==> src/rtl/tdm_demux8_if.sv <==
// tdm_demux8_if: serial-link input and parallel-frame output bundle of the TDM demultiplexer
interface tdm_demux8_if #(
    parameter int CH     = 8,
    parameter int SLOT_W = 4
);
    logic              din;
    logic              fs;
    logic [CH-1:0]     dout;
    logic              dout_valid;
    logic [SLOT_W-1:0] slot;
    logic              locked;
    logic              sync_err;
    logic              par_err;

    modport master (
        output din, fs,
        input  dout, dout_valid, slot, locked, sync_err, par_err
    );

    modport slave (
        input  din, fs,
        output dout, dout_valid, slot, locked, sync_err, par_err
    );
endinterface

==> src/rtl/tdm_demux8.sv <==
// tdm_demux8: TDM demultiplexer, serial slot i -> dout[i]; optional parity slot via DEMUX_PARITY_EN
module tdm_demux8 #(
    parameter int CH     = 8,
    parameter int SLOT_W = 4
) (
    input logic         clk,
    input logic         rst,
    tdm_demux8_if.slave bus
);
`ifdef DEMUX_PARITY_EN
    localparam int N = CH + 1;
`else
    localparam int N = CH;
`endif

    typedef enum logic {HUNT, RUN} state_t;

    state_t            state, state_n;
    logic [SLOT_W-1:0] slot, slot_n;
    logic [CH-1:0]     sh, sh_n, cap, dout, dout_n;
    logic              valid, valid_n, serr, serr_n, locked;
`ifdef DEMUX_PARITY_EN
    logic              perr, perr_n;
`endif

    // Partial frame with the current bit dropped into the slot being captured
    always_comb begin
        cap = sh;
        for (int i = 0; i < CH; i++)
            if (slot == SLOT_W'(i)) cap[i] = bus.din;
    end

    // Framing FSM: lock on fs, collect slots, publish on frame end, flag violations
    always_comb begin
        state_n = state;
        slot_n  = slot;
        sh_n    = sh;
        dout_n  = dout;
        valid_n = 1'b0;
        serr_n  = 1'b0;
`ifdef DEMUX_PARITY_EN
        perr_n  = 1'b0;
`endif
        if (state == HUNT) begin
            if (bus.fs) begin
                state_n = RUN;
                slot_n  = SLOT_W'(1);
                sh_n    = CH'(bus.din);
            end
        end else if (bus.fs) begin
            serr_n = slot != '0;
            slot_n = SLOT_W'(1);
            sh_n   = CH'(bus.din);
        end else if (slot == '0) begin
            serr_n  = 1'b1;
            state_n = HUNT;
        end else if (slot == SLOT_W'(N - 1)) begin
            slot_n = '0;
`ifdef DEMUX_PARITY_EN
            perr_n  = ^sh ^ bus.din;
            valid_n = !perr_n;
            dout_n  = perr_n ? dout : sh;
`else
            valid_n = 1'b1;
            dout_n  = cap;
`endif
        end else begin
            sh_n   = cap;
            slot_n = slot + SLOT_W'(1);
        end
    end

    // State and output registers; reset discards any partial frame
    always_ff @(posedge clk) begin
        if (rst) begin
            state  <= HUNT;
            slot   <= '0;
            sh     <= '0;
            dout   <= '0;
            valid  <= 1'b0;
            serr   <= 1'b0;
            locked <= 1'b0;
`ifdef DEMUX_PARITY_EN
            perr   <= 1'b0;
`endif
        end else begin
            state  <= state_n;
            slot   <= slot_n;
            sh     <= sh_n;
            dout   <= dout_n;
            valid  <= valid_n;
            serr   <= serr_n;
            locked <= state_n == RUN;
`ifdef DEMUX_PARITY_EN
            perr   <= perr_n;
`endif
        end
    end

    assign bus.dout       = dout;
    assign bus.dout_valid = valid;
    assign bus.slot       = slot;
    assign bus.locked     = locked;
    assign bus.sync_err   = serr;
`ifdef DEMUX_PARITY_EN
    assign bus.par_err    = perr;
`else
    assign bus.par_err    = 1'b0;
`endif
endmodule

==> src/flat_wrapper.sv <==
// flat-port wrapper written by rule: the top's interface ports become plain ports
module tdm_demux8_flat 
#(
    parameter int CH     = 8,
    parameter int SLOT_W = 4
)
  (clk, rst, bus_din, bus_fs, bus_dout, bus_dout_valid, bus_slot, bus_locked, bus_sync_err, bus_par_err);
  tdm_demux8_if #(.CH(CH), .SLOT_W(SLOT_W)) bus_i ();
  input logic clk;
  input logic rst;
  input wire logic [$bits(bus_i.din)-1:0] bus_din;
  input wire logic [$bits(bus_i.fs)-1:0] bus_fs;
  output wire logic [$bits(bus_i.dout)-1:0] bus_dout;
  output wire logic [$bits(bus_i.dout_valid)-1:0] bus_dout_valid;
  output wire logic [$bits(bus_i.slot)-1:0] bus_slot;
  output wire logic [$bits(bus_i.locked)-1:0] bus_locked;
  output wire logic [$bits(bus_i.sync_err)-1:0] bus_sync_err;
  output wire logic [$bits(bus_i.par_err)-1:0] bus_par_err;
  assign bus_i.din = bus_din;
  assign bus_i.fs = bus_fs;
  assign bus_dout = bus_i.dout;
  assign bus_dout_valid = bus_i.dout_valid;
  assign bus_slot = bus_i.slot;
  assign bus_locked = bus_i.locked;
  assign bus_sync_err = bus_i.sync_err;
  assign bus_par_err = bus_i.par_err;
  tdm_demux8 #(.CH(CH), .SLOT_W(SLOT_W)) u_core (.clk(clk), .rst(rst), .bus(bus_i));
endmodule
==> config.mk <==
export PLATFORM = sky130hd
export DESIGN_NAME = tdm_demux8_flat
export DESIGN_NICKNAME = d
export VERILOG_FILES = /design/src/rtl/tdm_demux8_if.sv /design/src/rtl/tdm_demux8.sv /design/src/flat_wrapper.sv
export SDC_FILE = /design/constraint.sdc
export NUM_CORES = 1
export LEC_CHECK = 0
export CORE_MARGIN = 2
export CORE_UTILIZATION = 40
export CTS_CLUSTER_DIAMETER = 50
export DETAILED_ROUTE_END_ITERATION = 16
export PLACE_DENSITY = 0.62
export SLEW_MARGIN = 30
export SYNTH_ARGS = -nofsm -noshare
export SYNTH_HDL_FRONTEND = slang
export SYNTH_SLANG_ARGS = --single-unit
export TNS_END_PERCENT = 20
==> constraint.sdc <==
create_clock -name clk -period 3.35 [get_ports clk]
set_clock_uncertainty 0.1 [all_clocks]
set_input_delay 0.335 -clock clk [delete_from_list [all_inputs] [get_ports clk]]
set_output_delay 0.335 -clock clk [all_outputs]
set_load 0.005 [all_outputs]
* After elaboration in Yosys (flattened, before gate mapping) *
Cells that the tools add are included.

word-level totals
  register bits = 23
  output and inout port bits = 16
  word-level logic and storage cells = 52

cells by class
  $add $sub $neg = 1
  equality and inequality tests = 9
  mux-type cells = 24
  bitwise gates (word level) = 3
  reduce and logical (&&, ||, !) cells = 8

operators by type and width
  cell                                                  number
  2-to-1 mux 8 bit                                      5
  2-to-1 mux 4 bit                                      5
  equality test 4 x 3 -> 1 bit (second input constant)  4
  2-to-1 mux 1 bit                                      14
  equality test 4 x 2 -> 1 bit (second input constant)  2
  adder 4 x 1 -> 4 bit (second input constant)          1
  equality test 4 x 1 -> 1 bit (second input constant)  1
  logical NOT 4 bit                                     1
  != test 2 bit (second input constant)                 2
  AND reduction 4 bit                                   1
  nonzero test 4 bit                                    1
  OR reduction 4 bit                                    1
  NOT 1 bit                                             3
  AND reduction 3 bit                                   1
  AND reduction 2 bit                                   1
  nonzero test 2 bit                                    1
  OR reduction 2 bit                                    1

* Logic depth before layout (Yosys ltp) *
Gate-level depths: netlist of the first run.

  depth in word-level cells = 6
  mapped depth = 9

* Worst setup path after synthesis of the first run *
OpenSTA, ideal clock, no wires.

  path kind = reg2reg
  start point = register u_core.slot[0] (netlist: u_core.bus.slot[0])
  end point = register u_core.dout[4] (netlist: u_core.bus.dout[4])
  setup time = 0.137 ns
  arrival time = 1.633 ns
  data required time = 3.113 ns
  slack = 1.480 ns
  cell stages (with the launch flop) = 10
  path buffers = 1
  path through = dfxtp_1 > inv_1 > ha_1 > and2_1 > inv_1 > ha_1 > clkbuf_1 > inv_1 > nor2_4 > a211oi_1

between the ends
  longest elaborated chain between the ends = 3
  elaborated cells between the ends (all ways) = 6

ends and longest elaborated chain
  element                               line              text
  start, declared                       tdm_demux8.sv:19  logic [SLOT_W-1:0] slot, slot_n;
  start signal, assigned                tdm_demux8.sv:88  slot <= slot_n;
  logical NOT 4 bit                     tdm_demux8.sv:54  end else if (slot == '0) begin
  NOT 1 bit (no source line)            n/a
  AND reduction 4 bit (no source line)  n/a
  end signal, assigned                  tdm_demux8.sv:90  dout <= dout_n;
  end, declared                         tdm_demux8.sv:20  logic [CH-1:0] sh, sh_n, cap, dout, dout_n;

Several ways; a longest one is shown, not always the timed one.
A chain may end at the register's enable or synchronous reset.

* Worst setup path in the final report of the first run *
  start point = register u_core.slot[2] (netlist: u_core.bus.slot[2])
  end point = register u_core.sh[6]

between the ends
  longest elaborated chain between the ends = 6
  elaborated cells between the ends (all ways) = 11

ends and longest elaborated chain
  element                       line              text
  equality test 4 x 3 -> 1 bit  tdm_demux8.sv:30  if (slot == SLOT_W'(i)) cap[i] = bus.din;
  2-to-1 mux 1 bit              tdm_demux8.sv:30
  2-to-1 mux 8 bit              tdm_demux8.sv:57  end else if (slot == SLOT_W'(N - 1)) begin
  2-to-1 mux 8 bit              tdm_demux8.sv:54
  2-to-1 mux 8 bit              tdm_demux8.sv:50  end else if (bus.fs) begin
  2-to-1 mux 8 bit              tdm_demux8.sv:44  if (state == HUNT) begin
  end signal, assigned          tdm_demux8.sv:89  sh <= sh_n;
  end, declared                 tdm_demux8.sv:20

Several ways; a longest one is shown, not always the timed one. The select of a mux whose other input is x is not followed.

==> results.toml, run 1 <==
[status]
outcome = "complete, no violations"

[grt]
grt-busiest-layer = "met2"
overflow = 0
met3_usage_pct = 2.68
grt_antenna_before_repair = 0
grt_pass1_vias = 815
grt_max_degree = 25
grt_use_total_pct = 14.2
use_met2_pct = 20.9
grt_pass1_wl_mm = 3.69
use_met1_pct = 20.1

[min_path]
hold_path_class = "reg2reg"
hold-path-cell-count = 2

[critical_path]
cp_num_buf_inv = 0
cp_slowest_cell = "dfxtp_1"
worstSetupEndpointType = "flop"
cp_max_fo = 14
crit_required_ns = 3.48
cp_slowest_stage_delay_ns = 0.69
cp.arrival_ns = 2.28
crit_cells = 6
r2r_setup_slack_ns = 1.20
worst_r2r_path_depth = 6
cp_top_family = "simple AND/OR/NAND/NOR gates"
critPathKind = "reg2reg"
startpoint_type = "flop"
cp_cell_sequence = "nor2_1 > and2_1 > ha_1 > nor3b_4 > nand3b_1 > o32ai_1"

[place]
place_inst = 160
place_area_um2 = 1310
place_congestion = 0.820
place_hpwl_mm = 1.56
port_buffers = 18

[drt]
totalWireLength_mm = 2.20
ant_nets = 0
routed_via_density = 5.55
vias = 910
wl_per_cell_um = 13.4
drc = 0
drt_iter0_markers = 30
drt_pass1_iterations = 4

[sta]
setup_viol = 0
slew_violations = 0
fin_crit_ns = 2.15
tns_ns = 0
fin_crit_sh_pct = 64.2
rsz0062_at_grt = "false"
max_slew.worst_pin.slew_ns = 0.886
hold_violations = 0
slew_headroom_pct = 40.7
holdWs_ns = 0.386
fmax_mhz = 465

[synth]
ys_seq_elements = 22
synth-seq-area-share_pct = 38.1
synth-main-ff-cell = "dfxtp_1"
yosysWarnings = 0
syn_inst = 121
syn_area_um2 = 1150
async_reset_ff_share_pct = 0
synth_fp_nets = 131
synth_edf_count = 0
synth_cell_types = 33
syn_avg_cell_area_um2 = 9.54

[clock_network]
cts-root-buf = "clkbuf_4"
cts_tree = "done"
numCtsBuffers = 3
cts_resized = 0
path_clk_slew_ns = 0.13
cts_max_path_buffers = 2
cts_num_sinks = 22
insertion_delay_ns = 0.31
holdBufCountCts = 0
post_cts_buffers = 0
htreeDepth = 1

[floorplanning]
die-area_um2 = 3330
die_y_um = 57.7
die_w_um = 57.7
initial_core_util_pct = 41.9
num_rows = 19
core_region_area_um2 = 2760
io_pins = 20

[finish]
syn_to_final_growth_pct = 17.6
fin_util_pct = 49.2
fin_area_um2 = 1360
stdcell_count = 164
n_antenna_cell = 0
nNetsFinal = 144
drive_above_1_share_pct = 10.5

[pwr]
leakage_nw = 0.471
power.density_nw_per_um2 = 394
vdd_drop_max_uv = 201

[flow_run]
drv_cap = 0
cells in the final DEF (no fill, tap or decap), types with 2 or more instances in the layout:
master	netlist	layout
a21oi_1	12	12
nand3b_1	4	4
o32ai_1	6	6
nand4b_1	2	2
a211oi_2	3	3
nand3_1	4	4
nand2_1	2	2
nor3_1	2	2
mux2i_1	7	7
nand2b_1	2	2
ha_1	6	6
clkdlybuf4s50_1	0	18
clkbuf_4	0	3
nor2_1	5	5
a211oi_1	4	4
inv_1	12	12
nor3b_2	3	3
dfxtp_1	22	22
o21ai_0	4	4
worst register-to-register path: cells and delay by family (launching register included):
kind            cells  cell delay, ns
fa+ha+maj           1            0.29
compound gates      1            0.18
simple gates        4            0.80
flops               1            0.69
path summary, 6_finish.rpt:
| path | startpoint | end |
|---|---|---|
| hold reg to reg | u_core.sh[0] | u_core.bus.dout[0] |
| hold / removal | u_core.sh[0] | u_core.bus.dout[0] |
| setup / recovery | u_core.bus.slot[2] | u_core.sh[6] |
| setup reg to reg | u_core.bus.slot[2] | u_core.sh[6] |
per-stage QoR:
stage	worst slack, ns	total power, mW
after floorplan	1.48	0.317
after global placement	1.05	0.332
after detailed placement	0.994	0.332
after CTS	1.17	0.542
after global routing	0.976	0.558
final	1.20	0.535
per-layer routing:
layer  share of wire, %  vias up
met3                3.0        4
li1                   -      457
met2                 46       14
met5                  0        -
met1                 49      435
met4                1.7        0
power by group:
part / internal (mW) / total, mW / switching, mW
Combinational: 0.0241 / 0.0549 / 0.0308
Clock: 0.121 / 0.209 / 0.0878
Sequential: 0.266 / 0.272 / 0.00610
Total: 0.411 / 0.535 / 0.125
cell type report:
class / count / area (um^2)
multi-input combinational: 77 / 601
tap: 31 / 38.8
clock inverter: 1 / 30.0
fill: 271 / 1400
sequential: 22 / 440
inverter: 12 / 45.0
clock buffer: 3 / 22.5
timing repair buffer: 18 / 180
Yosys cell counts (3+ instances only):
master    number  area, um^2
buf_4          4        30.0
mux2i_1        7        70.1
nor2_1         5        18.8
nand3_1        4        20.0
dfxtp_1       22         440
o21ai_0        4        20.0
inv_1         12        45.0
o32ai_1        6        52.6
a211oi_1       4        30.0
ha_1           6        75.1
a21oi_1       12        60.1
nand3b_1       4        30.0
a211oi_2       3        37.5
nor3b_2        3        37.5
flip-flops by register name, indices dropped and copies added (netlist names):
signal	flops
u_core.bus.dout_valid	1
u_core.bus.dout	8
u_core.state	1
u_core.sh	7
u_core.bus.sync_err	1
u_core.bus.slot	4
cells by family (layout without fill, tap and decap cells):
group | count (synthesis) | count (layout) | synth area share, %
AO/OA/AOI/OAI | 32 | 32 | 19.5
AND/OR/NAND/NOR | 31 | 31 | 19.6
flip-flops | 22 | 22 | 38.1
buffers and inverters | 22 | 34 | 9.86
multiplexers | 7 | 7 | 6.07
adder cells (fa/ha/maj) | 6 | 6 | 6.50
other | 1 | 1 | 0.325
Power figures use the tool's default switching activity.
==> run 2, diff against run 1 <==
Clock period 3.35 ns to 2 ns, I/O delays scaled along.
==> results.toml, run 2 (synthesis results as in run 1) <==
[status]
outcome = "complete, no violations"

[floorplanning]
num_rows = 19
core_region_area_um2 = 2760
die-area_um2 = 3330
io_pins = 20
initial_core_util_pct = 41.9
die_w_um = 57.7
die_y_um = 57.7

[place]
post-place-ws_ns = 0.129
place_inst = 169
place_area_um2 = 1370
place_hpwl_mm = 1.73
place_congestion = 0.743
port_buffers = 18

[grt]
grt-busiest-layer = "met2"
met3_usage_pct = 2.01
grt_pass1_wl_mm = 4.08
use_met1_pct = 19.9
grt_antenna_before_repair = 0
grt_use_total_pct = 15.5
grt_pass1_vias = 891
grt_max_degree = 16
use_met2_pct = 26.5
overflow = 0

[critical_path]
cp_slowest_cell = "dfxtp_1"
crit_required_ns = 2.12
startpoint_type = "flop"
cp.arrival_ns = 1.96
cp_top_family = "compound AO/OA/AOI/OAI gates"
cp_cell_sequence = "inv_1 > ha_1 > and2_1 > ha_2 > buf_4 > inv_1 > a31o_1 > o32ai_1"
cp_slowest_stage_delay_ns = 0.33
worst_r2r_path_depth = 8
crit_cells = 8
r2r_setup_slack_ns = 0.16
r2r-start = "u_core.bus.slot[0]"
endpoint = "u_core.sh[1]"
r2r-end = "u_core.sh[1]"
worstSetupStartpoint = "u_core.bus.slot[0]"
worstSetupEndpointType = "flop"
cp_num_buf_inv = 3
critPathKind = "reg2reg"
cp_common_cell = "inv_1"
cp_max_fo = 6

[finish]
stdcell_count = 173
largest_register_ffs = 8
fin_util_pct = 51.7
syn_to_final_growth_pct = 23.5
final_common_cell = "dfxtp_1"
nNetsFinal = 153
drive_above_1_share_pct = 18.3
fillers = 268
fin_area_um2 = 1430
largestRegisters = "u_core.bus.dout x8, u_core.sh x7, u_core.bus.slot x4"
layout_common_cells = "dfxtp_1 (22), clkdlybuf4s50_1 (18), inv_1 (12), a21oi_1 (12), buf_4 (9)"
n_antenna_cell = 0
top_register = "u_core.bus.dout"

[drt]
vias = 939
drt_iter0_markers = 17
drc = 0
drt_pass1_iterations = 4
ant_nets = 0
routed_via_density = 5.43
wl_per_cell_um = 13.5
totalWireLength_mm = 2.34

[clock_network]
numCtsBuffers = 3
cts_resized = 0
cts_max_path_buffers = 2
htreeDepth = 1
path_clk_slew_ns = 0.13
post_cts_buffers = 0
cts-root-buf = "clkbuf_4"
holdBufCountCts = 0
cts_num_sinks = 22
insertion_delay_ns = 0.30
cts_tree = "done"

[sta]
worst_slack_ns = 0.157
holdWs_ns = 0.385
slew_violations = 0
fmax_mhz = 543
setup_viol = 0
fin_crit_ns = 1.84
rsz0062_at_grt = "false"
tns_ns = 0
fin_crit_sh_pct = 92.1
hold_violations = 0

[pwr]
power.density_nw_per_um2 = 567
vdd_drop_max_uv = 300
leakage_nw = 0.512
power_mw = 0.808

[flow_run]
drv_cap = 0

[min_path]
hold_path_class = "reg2reg"
min_from = "u_core.sh[0]"
run 2: changes by cell type in the layout (fill, tap and decap cells not counted), sizes merged:
cell	previous run	this run
buf	0	9
bufinv	1	0
clkbuf	3	4
run 2: layer usage:
layer / vias up / routed length, um
met5: - / 0
met2: 19 / 1140
met4: 0 / 16
li1: 474 / -
met3: 2 / 81
met1: 444 / 1100
run 2: report_power, final:
group	internal (mW)	switching [mW]	total, mW
Combinational	0.0515	0.0586	0.110
Clock	0.111	0.136	0.247
Sequential	0.445	0.00639	0.451
Total	0.608	0.201	0.808
run 2: layout make-up:
class	instances	area (um^2)	area share [%]
multi-input cells	77	618	43.3
clock buffers	4	36.3	2.54
well taps	31	38.8	2.72
repair buffers	27	248	17.4
flip-flops and latches	22	440	30.9
inverters	12	45.0	3.16
run 2: how the worst min path moves through the flow:
stage	to	cells past startpoint
global route	u_core.bus.dout[0]	2
global placement	u_core.sh[2]	2
floorplan	u_core.bus.sync_err	2
finish	u_core.bus.dout[0]	2
detailed placement	u_core.bus.dout[0]	2
CTS	u_core.bus.dout[0]	2
run 2: worst min-delay path, stage by stage, from the launching register on:
cell and delay (ns):
dfxtp_1 0.33, nand3_1 0.07, a21oi_1 0.05
==> run 3, diff against run 2 <==
Settings changed: CTS_CLUSTER_SIZE set to 10.
==> results of run 3 <==
Final layout, timing and power as in run 2 (identical DEF).
